--- src/rtl/arith_pkg.sv ---
// arith_pkg: shared FSM state and op encodings for the serial arithmetic unit
package arith_pkg;
  typedef enum logic [1:0] {IDLE, RUN, DONE} state_t;
  localparam logic [1:0] OP_INC = 2'b00;
  localparam logic [1:0] OP_ADD = 2'b01;
  localparam logic [1:0] OP_SUB = 2'b10;
  localparam logic [1:0] OP_DEC = 2'b11;
endpackage

--- src/rtl/arith_unit_serial_if.sv ---
// arith_unit_serial_if: request/result handshake bundle for the serial arithmetic unit
interface arith_unit_serial_if #(parameter int WIDTH = 32);
  logic [WIDTH-1:0] x, y, f;
  logic cin, sel0, sel1, in_valid, in_ready;
  logic cout, zero, ovf, out_valid, out_ready;
  modport master (output x, y, cin, sel0, sel1, in_valid, out_ready,
                  input f, cout, zero, ovf, out_valid, in_ready);
  modport slave (input x, y, cin, sel0, sel1, in_valid, out_ready,
                 output f, cout, zero, ovf, out_valid, in_ready);
endinterface

--- src/rtl/arith_unit_serial_slice_adder.sv ---
// slice_adder: SLICE-bit adder exposing carry into and out of its top bit
module slice_adder #(parameter int SLICE = 8) (
  input  logic [SLICE-1:0] a,
  input  logic [SLICE-1:0] b,
  input  logic             ci,
  output logic [SLICE-1:0] s,
  output logic             co,
  output logic             c_msb_in
);
  assign {co, s} = {1'b0, a} + {1'b0, b} + (SLICE+1)'(ci);
  // sum bit = a ^ b ^ carry_in, so the carry into the top bit falls out of the sum
  assign c_msb_in = s[SLICE-1] ^ a[SLICE-1] ^ b[SLICE-1];
endmodule

--- src/rtl/arith_unit_serial.sv ---
// arith_unit_serial: slice-serial add/sub/inc/dec unit, SLICE bits per clock
module arith_unit_serial
  import arith_pkg::*;
#(
  parameter int WIDTH = 32,
  parameter int SLICE = 8
) (
  input logic clk,
  input logic rst,
  arith_unit_serial_if.slave io
);
  localparam int NSLICE = WIDTH / (SLICE < 1 ? 1 : SLICE);
  localparam int IW = NSLICE > 1 ? $clog2(NSLICE) : 1;
  generate
    if (SLICE < 1 || SLICE > WIDTH || WIDTH % SLICE != 0) begin : g_bad_param
      $error("arith_unit_serial: SLICE must divide WIDTH and lie in 1..WIDTH");
    end
  endgenerate
  state_t state, state_n;
  logic [IW-1:0] idx;
  logic carry, co, c_msb, cout, zero, ovf;
  logic [WIDTH-1:0] a_sh, b_sh, acc, acc_n, f;
  logic [SLICE-1:0] s;
  logic [1:0] op;
  logic last;
  assign op = {io.sel1, io.sel0};
  assign last = idx == IW'(NSLICE - 1);
  // each new slice enters at the top; after NSLICE shifts the LSB slice sits at bit 0
  assign acc_n = WIDTH'({s, acc} >> SLICE);
  assign io.in_ready = state == IDLE;
  assign io.out_valid = state == DONE;
  assign io.f = f;
  assign io.cout = cout;
  assign io.zero = zero;
  assign io.ovf = ovf;
  slice_adder #(.SLICE(SLICE)) u_add (
    .a(a_sh[SLICE-1:0]), .b(b_sh[SLICE-1:0]), .ci(carry),
    .s(s), .co(co), .c_msb_in(c_msb)
  );
  always_ff @(posedge clk)
    if (rst) state <= IDLE;
    else state <= state_n;
  always_comb begin
    state_n = state;
    if (state == IDLE) state_n = io.in_valid ? RUN : IDLE;
    else if (state == RUN) state_n = last ? DONE : RUN;
    else state_n = io.out_ready ? IDLE : DONE;
  end
  always_ff @(posedge clk)
    if (rst) begin
      idx <= '0;
      carry <= 1'b0;
      a_sh <= '0;
      b_sh <= '0;
      acc <= '0;
      f <= '0;
      cout <= 1'b0;
      zero <= 1'b0;
      ovf <= 1'b0;
    end else if (state == IDLE && io.in_valid) begin
      idx <= '0;
      acc <= '0;
      a_sh <= io.x;
      b_sh <= op == OP_INC ? '0 : op == OP_ADD ? io.y : op == OP_SUB ? ~io.y : '1;
      carry <= op == OP_SUB ? ~io.cin : io.cin;
    end else if (state == RUN) begin
      idx <= idx + 1'b1;
      carry <= co;
      acc <= acc_n;
      a_sh <= a_sh >> SLICE;
      b_sh <= b_sh >> SLICE;
      if (last) begin
        f <= acc_n;
        cout <= co;
        ovf <= c_msb ^ co;
        zero <= acc_n == '0;
      end
    end
endmodule

--- src/flat_wrapper.sv ---
// flat-port wrapper written by rule: the top's interface ports become plain ports
module arith_unit_serial_flat import arith_pkg::*;
#(
  parameter int WIDTH = 32,
  parameter int SLICE = 8
)
  (clk, rst, io_x, io_y, io_cin, io_sel0, io_sel1, io_in_valid, io_out_ready, io_f, io_cout, io_zero, io_ovf, io_out_valid, io_in_ready);
  arith_unit_serial_if #(.WIDTH(WIDTH)) io_i ();
  input logic clk;
  input logic rst;
  input wire logic [$bits(io_i.x)-1:0] io_x;
  input wire logic [$bits(io_i.y)-1:0] io_y;
  input wire logic [$bits(io_i.cin)-1:0] io_cin;
  input wire logic [$bits(io_i.sel0)-1:0] io_sel0;
  input wire logic [$bits(io_i.sel1)-1:0] io_sel1;
  input wire logic [$bits(io_i.in_valid)-1:0] io_in_valid;
  input wire logic [$bits(io_i.out_ready)-1:0] io_out_ready;
  output wire logic [$bits(io_i.f)-1:0] io_f;
  output wire logic [$bits(io_i.cout)-1:0] io_cout;
  output wire logic [$bits(io_i.zero)-1:0] io_zero;
  output wire logic [$bits(io_i.ovf)-1:0] io_ovf;
  output wire logic [$bits(io_i.out_valid)-1:0] io_out_valid;
  output wire logic [$bits(io_i.in_ready)-1:0] io_in_ready;
  assign io_i.x = io_x;
  assign io_i.y = io_y;
  assign io_i.cin = io_cin;
  assign io_i.sel0 = io_sel0;
  assign io_i.sel1 = io_sel1;
  assign io_i.in_valid = io_in_valid;
  assign io_i.out_ready = io_out_ready;
  assign io_f = io_i.f;
  assign io_cout = io_i.cout;
  assign io_zero = io_i.zero;
  assign io_ovf = io_i.ovf;
  assign io_out_valid = io_i.out_valid;
  assign io_in_ready = io_i.in_ready;
  arith_unit_serial #(.WIDTH(WIDTH), .SLICE(SLICE)) u_core (.clk(clk), .rst(rst), .io(io_i));
endmodule
--- config.mk ---
export PLATFORM = sky130hd
export DESIGN_NAME = arith_unit_serial_flat
export DESIGN_NICKNAME = d
export VERILOG_FILES = /design/src/rtl/arith_pkg.sv /design/src/rtl/arith_unit_serial_if.sv /design/src/rtl/arith_unit_serial_slice_adder.sv /design/src/rtl/arith_unit_serial.sv /design/src/flat_wrapper.sv
export SDC_FILE = /design/constraint.sdc
export NUM_CORES = 1
export LEC_CHECK = 0
export ABC_AREA = 1
export BUFFER_PORTS_ARGS = -buffer_cell sky130_fd_sc_hd__buf_2
export CAP_MARGIN = 25
export CORE_ASPECT_RATIO = 1.5
export CORE_MARGIN = 2
export CORE_UTILIZATION = 35
export CTS_BUF_LIST = sky130_fd_sc_hd__clkbuf_16
export CTS_CLUSTER_DIAMETER = 40
export CTS_CLUSTER_SIZE = 20
export DETAILED_ROUTE_END_ITERATION = 6
export HOLD_SLACK_MARGIN = 0.06
export PLACE_DENSITY = 0.56
export REMOVE_ABC_BUFFERS = 1
export SYNTH_ARGS = -nofsm -noshare
export SYNTH_HDL_FRONTEND = slang
export SYNTH_SLANG_ARGS = --single-unit
--- constraint.sdc ---
create_clock -name clk -period 3.29 [get_ports clk]
set_input_delay 0.987 -clock clk [delete_from_list [all_inputs] [get_ports clk]]
set_output_delay 0.987 -clock clk [all_outputs]
set_load 0.01 [all_outputs]
After elaboration in Yosys (flattened, before gate mapping)
Index checks and enable logic that the tools add are counted.
{ "word_totals": {"reg_bits": 136, "input_bits": 71, "out_inout_bits": 37} }
{ "classes": {"n_addsub": 3, "eq_ne": 5, "n_mux": 15, "n_bitwise": 6, "reduce_logical": 7} }
{ "ops": {"columns": ["operator", "count"], "rows": [
  ["2-to-1 mux 32 bit", 7],
  ["zero test 32 bit", 1],
  ["NOT 32 bit", 1],
  ["adder 8 x 8 -> 9 bit", 1],
  ["adder 9 x 1 -> 9 bit", 1],
  ["2-to-1 mux 2 bit", 4],
  ["equality test 2 bit, second input constant", 3],
  ["equality test 2 x 1 -> 1 bit, second input constant", 2],
  ["zero test 2 bit", 2],
  ["2-to-1 mux 1 bit", 4],
  ["AND reduction 3 bit", 1],
  ["XOR 1 bit", 3],
  ["adder 2 x 1 -> 2 bit, second input constant", 1],
  ["NOT 1 bit", 2],
  ["nonzero test 2 bit", 1],
  ["OR reduction 2 bit", 1],
  ["logical AND 1 bit", 1]
]} }

Logic depth before layout (Yosys ltp)
Gate-level depths: netlist of the first run.
{ "logic_depth": {"ltp_word": 5, "depth_mapped": 14} }

Hierarchy
Synthesis of the first run repeated with hierarchy kept, for this count alone.
{ "hier_totals": {"hier_cells": 804, "area_unflattened_um2": 5661.7} }
{ "modules_own_cells": {"columns": ["mod", "n_inst", "cells_each", "area_each_um2", "seq_area_each_um2"], "rows": [
  ["arith_unit_serial", 1, 749, 5277.6, 2562.5],
  ["slice_adder", 1, 55, 384.1, 0.0]
]} }

Worst setup path before layout of the first run
No wires, ideal clock.
{ "synth_path": {"path_type": "reg-to-reg", "start": "reg u_core.b_sh[0]", "end": "reg u_core.ovf (netlist: u_core.io.ovf)", "setup_ns": 0.109, "t_arrival_ns": 1.941, "required_ns": 3.181, "setup_slack_ns": 1.240, "stages_incl_launch_ff": 11, "path_cell_list": "dfxtp_1 -> fa_1 -> fa_1 -> nand3_1 -> nand3_1 -> a21oi_1 -> inv_1 -> nand3_1 -> nand3_1 -> nand2_1 -> inv_1"} }
{ "synth_via": {"elab_chain_len": 5} }
{ "synth_lines": {"columns": ["element", "line_no", "source"], "rows": [
  ["start, declared", "arith_unit_serial.sv:22", "logic [WIDTH-1:0] a_sh, b_sh, acc, acc_n, f;"],
  ["start signal, assigned", "arith_unit_serial.sv:64", "b_sh <= op == OP_INC ? '0 : op == OP_ADD ? io.y : op == OP_SUB ? ~io.y : '1;"],
  ["start signal, assigned", "arith_unit_serial.sv:71", "b_sh <= b_sh >> SLICE;"],
  ["adder 8 x 8 -> 9 bit *", "arith_unit_serial_slice_adder.sv:10", "assign {co, s} = {1'b0, a} + {1'b0, b} + (SLICE+1)'(ci);"],
  ["adder 9 x 1 -> 9 bit *", "arith_unit_serial_slice_adder.sv:10", null],
  ["XOR 1 bit (2 in series)", "arith_unit_serial_slice_adder.sv:12", "assign c_msb_in = s[SLICE-1] ^ a[SLICE-1] ^ b[SLICE-1];"],
  ["XOR 1 bit *", "arith_unit_serial.sv:75", "ovf <= c_msb ^ co;"],
  ["end signal, assigned", "arith_unit_serial.sv:75", null],
  ["end, declared", "arith_unit_serial.sv:21", "logic carry, co, c_msb, cout, zero, ovf;"]
]} }
Mark *: on every way between the ends. The rest lies on a longest branch, timed or not.
A chain may end at the register's enable or synchronous reset.

Worst setup path in the final report of the first run
{ "layout_path": {"start": "reg u_core.state[1]", "end": "reg u_core.f[29] (netlist: u_core.io.f[29])"} }
{ "layout_via": {"elab_chain_len": 4, "elab_cells_between_ends": 5, "classes_between": "eq/ne: 1; bitwise: 1; reduce/logical: 3"} }
{ "layout_lines": {"columns": ["element", "line_no", "source"], "rows": [
  ["start, declared", "arith_unit_serial.sv:19", "state_t state, state_n;"],
  ["start signal, assigned", "arith_unit_serial.sv:42", "else state <= state_n;"],
  ["zero test 2 bit", "arith_unit_serial.sv:60", "end else if (state == IDLE && io.in_valid) begin"],
  ["logical AND 1 bit", "arith_unit_serial.sv:60", null],
  ["NOT 1 bit (no line)", null, null],
  ["AND reduction 3 bit (no line) *", null, null],
  ["end signal, assigned", "arith_unit_serial.sv:73", "f <= acc_n;"],
  ["end, declared", "arith_unit_serial.sv:22", null]
]} }
Marked as above.

==> results.md, run 1 <==
* Outcome: complete, no violations
* Die ar. at 17500 µm²
* Static leakage at 3.17 nW
* Clk_skew at 9.46 ps
* Post-Syn Instances at 817
* CP arrival at 2550 ps
* Number of synthesized flops with an enable pin at 0
* Top cell type's share of synthesized area at between 40% and 50%
* Pin count of the biggest net entering global routing at between 60 and 70
* WHS at 456 ps
* Total gr overflow at 0
* Seq/Total Area, Yosys at 44.6%
* Internal power at 3.16 mW
* Ant diodes at 0
* Vias in the first global route at 5022
* First-pass GRT wire length at about 25000 µm
* Crit path time final at 2250 ps
* Fin. max-slew vios at 0
* Crit path kind: reg2reg
* Drt initial violations at 285
* Post-CTS resize count at 0
* Max VDD drop at 0.233 mV
* Port Buf Inserts at 107
* Clk root buf: clkbuf_16
* Worst slew pin tran at roughly 910 ps
* Flop pwr share at 39.4%
* I/O pin count at 108
* TritonRoute pass-1 iters at 5
* GRT Overall Usage at 18.0%
* Sw Pwr at around 1.1 mW
* Worst-Skew Late Latency at roughly 420 ps
* Pwr dens at 611 nW/µm²
* Area growth, synth to finish at 22.2%
* Most used DFF post-synth: dfxtp_1
* Initial Util at 35.6%
* Final Power at 4.29 mW
* TNS Setup at 0 ps
* Non-Filler Cell Area, Final at 7020 µm²
* FMAX at 445 MHz
* Worst endpoint required time at about 3600 ps
* Non-Filler Instances at 1122
* CTS Sinks at 128
* Fillers at about 1700
* Deepest clock path buffer count at 2
* Detailed Place HPWL at 10100 µm
* Yosys warning count at 0
* # rows at 57
* Max incr delay on CP at 520 ps
* DRC Markers at 0
* Synthesized cell area at 5740 µm²
* Top cell by count, worst path: inv_1
* Die Ht at 161 µm
* Worst min-delay path class: reg2reg
* Area leader, netlist: dfxtp_1
* Cell Chain, Critical Path: inv_1 -> nand2_4 -> nor2_2 -> buf_4 -> inv_1 -> o21bai_1 -> inv_1
* Main area contributors after synthesis: dfxtp_1, nand2_1, a21oi_1
* GPL Wtd Cong at 0.821
* Ys async rst share at 0%
* Max-cap viol count at 0
* Antenna violations before repair at 0
* Final setup violation count at 0
* Final Hold Fails at 0
* Number of cells after detailed placement at 1090
* Post-synthesis cell type count at 30
* CP startpoint kind: flip-flop
* Combinational share of power at 12.8%
* Count leader, synth: nand2_1
* Wirelength per Cell at 13.5 µm
* NumNets Final at ~1000
* Hold Buf Count CTS at 0
* CTS tree: built
* Vias at 5364
* Vias per cell at between 4 and 5
* Max-slew headroom at 39.2%
* Critical Path End Type: flip-flop
* CTS clk-pin slew, worst paths at 60 ps
* Area after DPL at 6370 µm²
* Die X at 109 µm
* Sw frac at about a quarter
* RSZ-0062 raised after global routing: false
* Avg Inst Size Synth at ~7 µm²
* CTS Buf Count at 17
* Worst path slowest cell: inv_1
* Total number of H-tree levels at 4
* Post-synth top cells: nand2_1, dfxtp_1, inv_1
* CORE AREA at 16100 µm²
* Fin crit share at 68.4%
* Clock group share of total power at 47.9%
* CP Max Fanout at 44
* Post-route antenna net violation count at 0
* Detailed Route WL at 15100 µm
* Layout cells sized above 1 at 16.6%
* Seq cells post-synth at 128
* Post-CTS Setup Inserts at 0
[flip-flops by register name, indices dropped and copies added (netlist names)]
signal and flops:
u_core.a_sh 32, u_core.b_sh 32, u_core.io.f 32, u_core.acc 24, u_core.idx 2, u_core.state 2
u_core.carry 1, u_core.io.cout 1, u_core.io.ovf 1, u_core.io.zero 1
[per-stage QoR]
stage / util, % / worst slack [ps]
floorplan: - / 663
global placement: 39.5 / 977
detailed placement: 39.5 / 981
CTS: 43.5 / 959
global route: 43.5 / 751
finish: 43.5 / 1040
[per-layer routing]
layer  share of wire, %  vias up  global-route usage (%)
li1                   -     2806                       -
met4                1.8        0                    7.40
met5                  0        -                       0
met2                 51      103                    30.7
met3                3.5       12                    3.57
met1                 44     2443                    21.9
[layout make-up]
cell class              count  area, µm²  area share (%)
clock buffers              17        425            6.06
clock inverters            15        218            3.10
inverters                  80        300            4.28
multi-input cells         560       2650            37.8
flip-flops and latches    128       2560            36.5
well taps                 206        258            3.67
repair buffers            116        603            8.59
[critical path, delay by kind of cell (launching register included)]
family / cells / cell delay [ps]
buffers and inverters: 4 / 1050
AO/OA/AOI/OAI: 1 / 280
flip-flops: 1 / 320
AND/OR/NAND/NOR: 2 / 450
[worst paths after layout]
check | from | endpoint | slack, ps | cells past startpoint
max | u_core.state[1]$_SDFF_PP0_ | u_core.io.f[29]$_SDFFE_PP0P_ | 1040 | 7
max reg2reg | u_core.state[1]$_SDFF_PP0_ | u_core.io.f[29]$_SDFFE_PP0P_ | 1040 | 7
min reg2reg | u_core.io.f[19]$_SDFFE_PP0P_ | u_core.io.f[19]$_SDFFE_PP0P_ | 460 | 2
min | u_core.io.f[19]$_SDFFE_PP0P_ | u_core.io.f[19]$_SDFFE_PP0P_ | 460 | 2
[power groups by stage]
stage / combinational (mW) / clock (mW) / sequential [mW]
4_1_cts: 0.554 / 2.09 / 1.69
5_1_grt: 0.625 / 2.15 / 1.70
6_report: 0.548 / 2.05 / 1.69
3_3_place_gp: 0.550 / 0 / 1.72
3_5_place_dp: 0.552 / 0 / 1.72
2_1_floorplan: 0.355 / 0 / 1.70
[cell usage in the layout, fill, tap and decap left out, drive strengths merged]
cell type / instances
o21ai: 39
clkinvlp: 4
a2111oi: 1
nor2: 34
xor2: 2
dfxtp: 128
nand3b: 1
xnor2: 3
ha: 8
nand3: 13
a21oi: 63
nor3: 4
nand2: 318
inv: 81
clkinv: 5
fa: 2
o21a: 2
a31oi: 26
buf: 116
nand4: 5
clkbuf: 17
o221ai: 7
o211a: 1
o21bai: 2
bufinv: 5
o211ai: 29
[cells by family (layout without fill, tap and decap cells)]
group	Yosys count	after routing	synth area share, %
buffers and inverters	129	228	9.20
AND/OR/NAND/NOR	375	375	25.5
AO/OA/AOI/OAI	170	170	17.4
adder cells (fa/ha/maj)	10	10	2.44
flip-flops	128	128	44.6
XOR/XNOR	5	5	0.763
(Power assumes the default switching activity.)
==> inputs of run 2 (changes only) <==
--- a/config.mk
+++ b/config.mk
@@ -5,7 +5,7 @@
 export SDC_FILE = /design/constraint.sdc
 export NUM_CORES = 1
 export LEC_CHECK = 0
-export ABC_AREA = 1
+export ABC_AREA = 0
 export BUFFER_PORTS_ARGS = -buffer_cell sky130_fd_sc_hd__buf_2
 export CAP_MARGIN = 25
 export CORE_ASPECT_RATIO = 1.5
@@ -16,7 +16,7 @@
 export CTS_CLUSTER_SIZE = 20
 export DETAILED_ROUTE_END_ITERATION = 6
 export HOLD_SLACK_MARGIN = 0.06
-export PLACE_DENSITY = 0.56
+export PLACE_DENSITY = 0.58
 export REMOVE_ABC_BUFFERS = 1
 export SYNTH_ARGS = -nofsm -noshare
 export SYNTH_HDL_FRONTEND = slang
==> constraint.sdc (replaced) <==
create_clock -name clk -period 2 [get_ports clk]
set_input_delay 0.6 -clock clk [delete_from_list [all_inputs] [get_ports clk]]
set_output_delay 0.6 -clock clk [all_outputs]
set_load 0.01 [all_outputs]
==> run 2 against run 1 <==
Compared with the run above:
- routed wire length decreased by 5.9%
- register-to-register slack got worse by 1700 ps
- power up 61%
- clock skew shrank 3.8 ps
- maximum frequency decreased by 15%
- combinational power grew 54%
- worst hold slack worse by 27 ps
- area after synthesis is 5.9% lower
- global-route usage is 0.39 points lower
- sequential cell count is the same
- the run now ends with setup timing left
- non-clock buffer count rose by 51
- design area increased by 3.6%
==> results.md, run 2 <==
* Outcome: finished, violations left
* Violated checks: setup timing
* Met3 wire len at 556 µm
* CTS tree: built
* Seq cells post-synth at roughly 130
* Area growth, synth to finish at 34.6%
* CTS Buf Count at 17
* Number of cells after detailed placement at around 960
* Pwr dens at 948 nW/µm²
* Top sig layer: met4
* Final Util at 48.3%
* Fillers at 1489
* CTS clk-pin slew, worst paths at 60 ps
* DR WL met2 at 7460 µm
* NumNets Final at 867
* # rows at 55
* Drt initial violations at 238
* Worst slew pin tran at approximately 530 ps
* TNS Setup at -2030 ps
* GPL Wtd Cong at a little over 0.8
* Vias at 4955
* Seq/Total Area, Yosys at 47.4%
* Total number of H-tree levels at 4
* TritonRoute pass-1 iters at 5
* Wirelength per Cell at 14.3 µm
* Die X at 105 µm
* Critical Path End Type: flip-flop
* Ys async rst share at 0%
* Worst-Skew Late Latency at 410 ps
* Vias in the first global route at 4854
* Hold Buf Count CTS at 0
* Crit path kind: reg2reg
* Detailed Route WL at 14300 µm
* Pin count of the biggest net entering global routing at 78
* CP Max Fanout at 2
* Worst min-delay path class: in2reg
* Static leakage at 3.07 nW
* Yosys warning count at 0
* Ant diodes at 0
* Area leader, netlist: dfxtp_1
* Non-Filler Instances at about 1000
* Clk root buf: clkbuf_16
* Detailed Place HPWL at roughly 9800 µm
* FMAX at ~380 MHz
* Final Hold Fails at 0
* CORE AREA at 15100 µm²
* Reg2reg setup slack at -650 ps
* Fin. max-slew vios at 0
* Avg Inst Size Synth at 8.24 µm²
* Max VDD drop at 0.550 mV
* Post-Syn Instances at 656
* Initial Util at 35.9%
* Largest regs: u_core.a_sh: 32 flops, u_core.b_sh: 32 flops, u_core.io.f: 32 flops
* CP startpoint kind: flip-flop
* Clk_skew at 5.63 ps
* Worst endpoint required time at 2340 ps
* GRT Overall Usage at 17.6%
* Port Buf Inserts at between 100 and 150
* Number of synthesized flops with an enable pin at 0
* Wl on met1 at around 6000 µm
* Total gr overflow at 0
* Max-slew headroom at 65.0%
* Commonest non-fill, non-tap cell in the layout: nand2_1
* CP arrival at 2980 ps
* Crit path time final at 2650 ps
* Die ar. at between 15000 and 20000 µm²
* Die Ht at 156 µm
* DRC Markers at 0
* Vias per cell at just under 5
* Final setup violation count at 6
* Synthesized cell area at about 5400 µm²
* Post-synth top cells: nand2_1, dfxtp_1, a21oi_1
* Max-cap viol count at 0
* Count leader, synth: nand2_1
* Post-synthesis cell type count at 36
* Commonest non-fill, non-tap cells in the layout: nand2_1, dfxtp_1, buf_2
* Top cell type's share of synthesized area at around 47%
* WHS at approximately 430 ps
* Post-route antenna net violation count at 0
* I/O pin count at 108
* First-pass GRT wire length at around 24000 µm
* Most used DFF post-synth: dfxtp_1
* Deepest clock path buffer count at 2
* Main area contributors after synthesis: dfxtp_1, nand2_1, a21oi_1
* CTS Sinks at roughly 130
* Fin crit share at 132%
* RSZ-0062 raised after global routing: true
* Layout cells sized above 1 at 27.7%
* Worst Setup Slack, final at -645 ps
* Antenna violations before repair at 0
## run 2: worst paths after layout
check	cells past startpoint	to	from
max	8	u_core.io.zero$_SDFFE_PP0P_	u_core.carry$_SDFFE_PP0P_
min	3	u_core.a_sh[28]$_SDFFE_PP0P_	io_x[28]
max reg2reg	8	u_core.io.zero$_SDFFE_PP0P_	u_core.carry$_SDFFE_PP0P_
min reg2reg	2	u_core.io.f[7]$_SDFFE_PP0P_	u_core.io.f[7]$_SDFFE_PP0P_
## run 2: timing repair
action / 4_1_cts / 5_1_grt
setup buffers: 2 / 2
pin swaps: 6 / 9
setup endpoints to repair: 8 / 11
gates resized for setup: 9 / 15
## run 2: kinds of logic (layout without fill, tap and decap cells)
logic type               count (synthesis)  count (layout)  share of synthesized area, %
AND/OR/NAND/NOR                        260             260                          20.2
flip-flops                             128             128                          47.4
buffers and inverters                   56             199                          3.89
adder cells (fa/ha/maj)                 10              10                          2.59
XOR/XNOR                                11              11                          1.78
multiplexers                            32              32                          5.93
AO/OA/AOI/OAI                          159             159                          18.2
## run 2: routing by layer
metal | vias up | track usage [%]
met4 | 0 | 5.78
met1 | 2309 | 21.0
li1 | 2531 | -
met5 | - | 0
met2 | 103 | 31.6
met3 | 12 | 3.51
## run 2: report_power, final
group	leakage (nW)	switching, mW	internal [mW]
logic	1.72	0.454	0.389
registers	1.04	0.0671	2.66
clock network	0.306	1.12	2.20
total	3.07	1.64	5.25
## run 2: stage by stage
| step | instance area [µm²] | total power [mW] | worst slack, ps |
|---|---|---|---|
| 4_1_cts | 7190 | 6.94 | -673 |
| 3_3_place_gp | 6500 | 3.57 | -843 |
| 2_1_floorplan | 5190 | 3.18 | -3590 |
| 3_5_place_dp | 6500 | 3.59 | -848 |
| 6_report | 7270 | 6.90 | -645 |
| 5_1_grt | 7270 | 7.20 | -787 |
## run 2: final cells by class
class                   count  area (µm²)  area share, %
multi-input cells         472        2730           37.6
flip-flops and latches    128        2570           35.3
repair buffers            167        1080           14.9
clock buffers              17         425           5.85
well taps                 199         249           3.42
clock inverters            15         216           2.98
## run 2: critical path, stage by stage (launching register included)
cell	delay [ps]
dfxtp_2	330
fa_2	400
fa_2	360
a21o_1	210
a21oi_2	160
xnor2_2	80
or4b_1	520
or4_1	400
a21oi_1	120
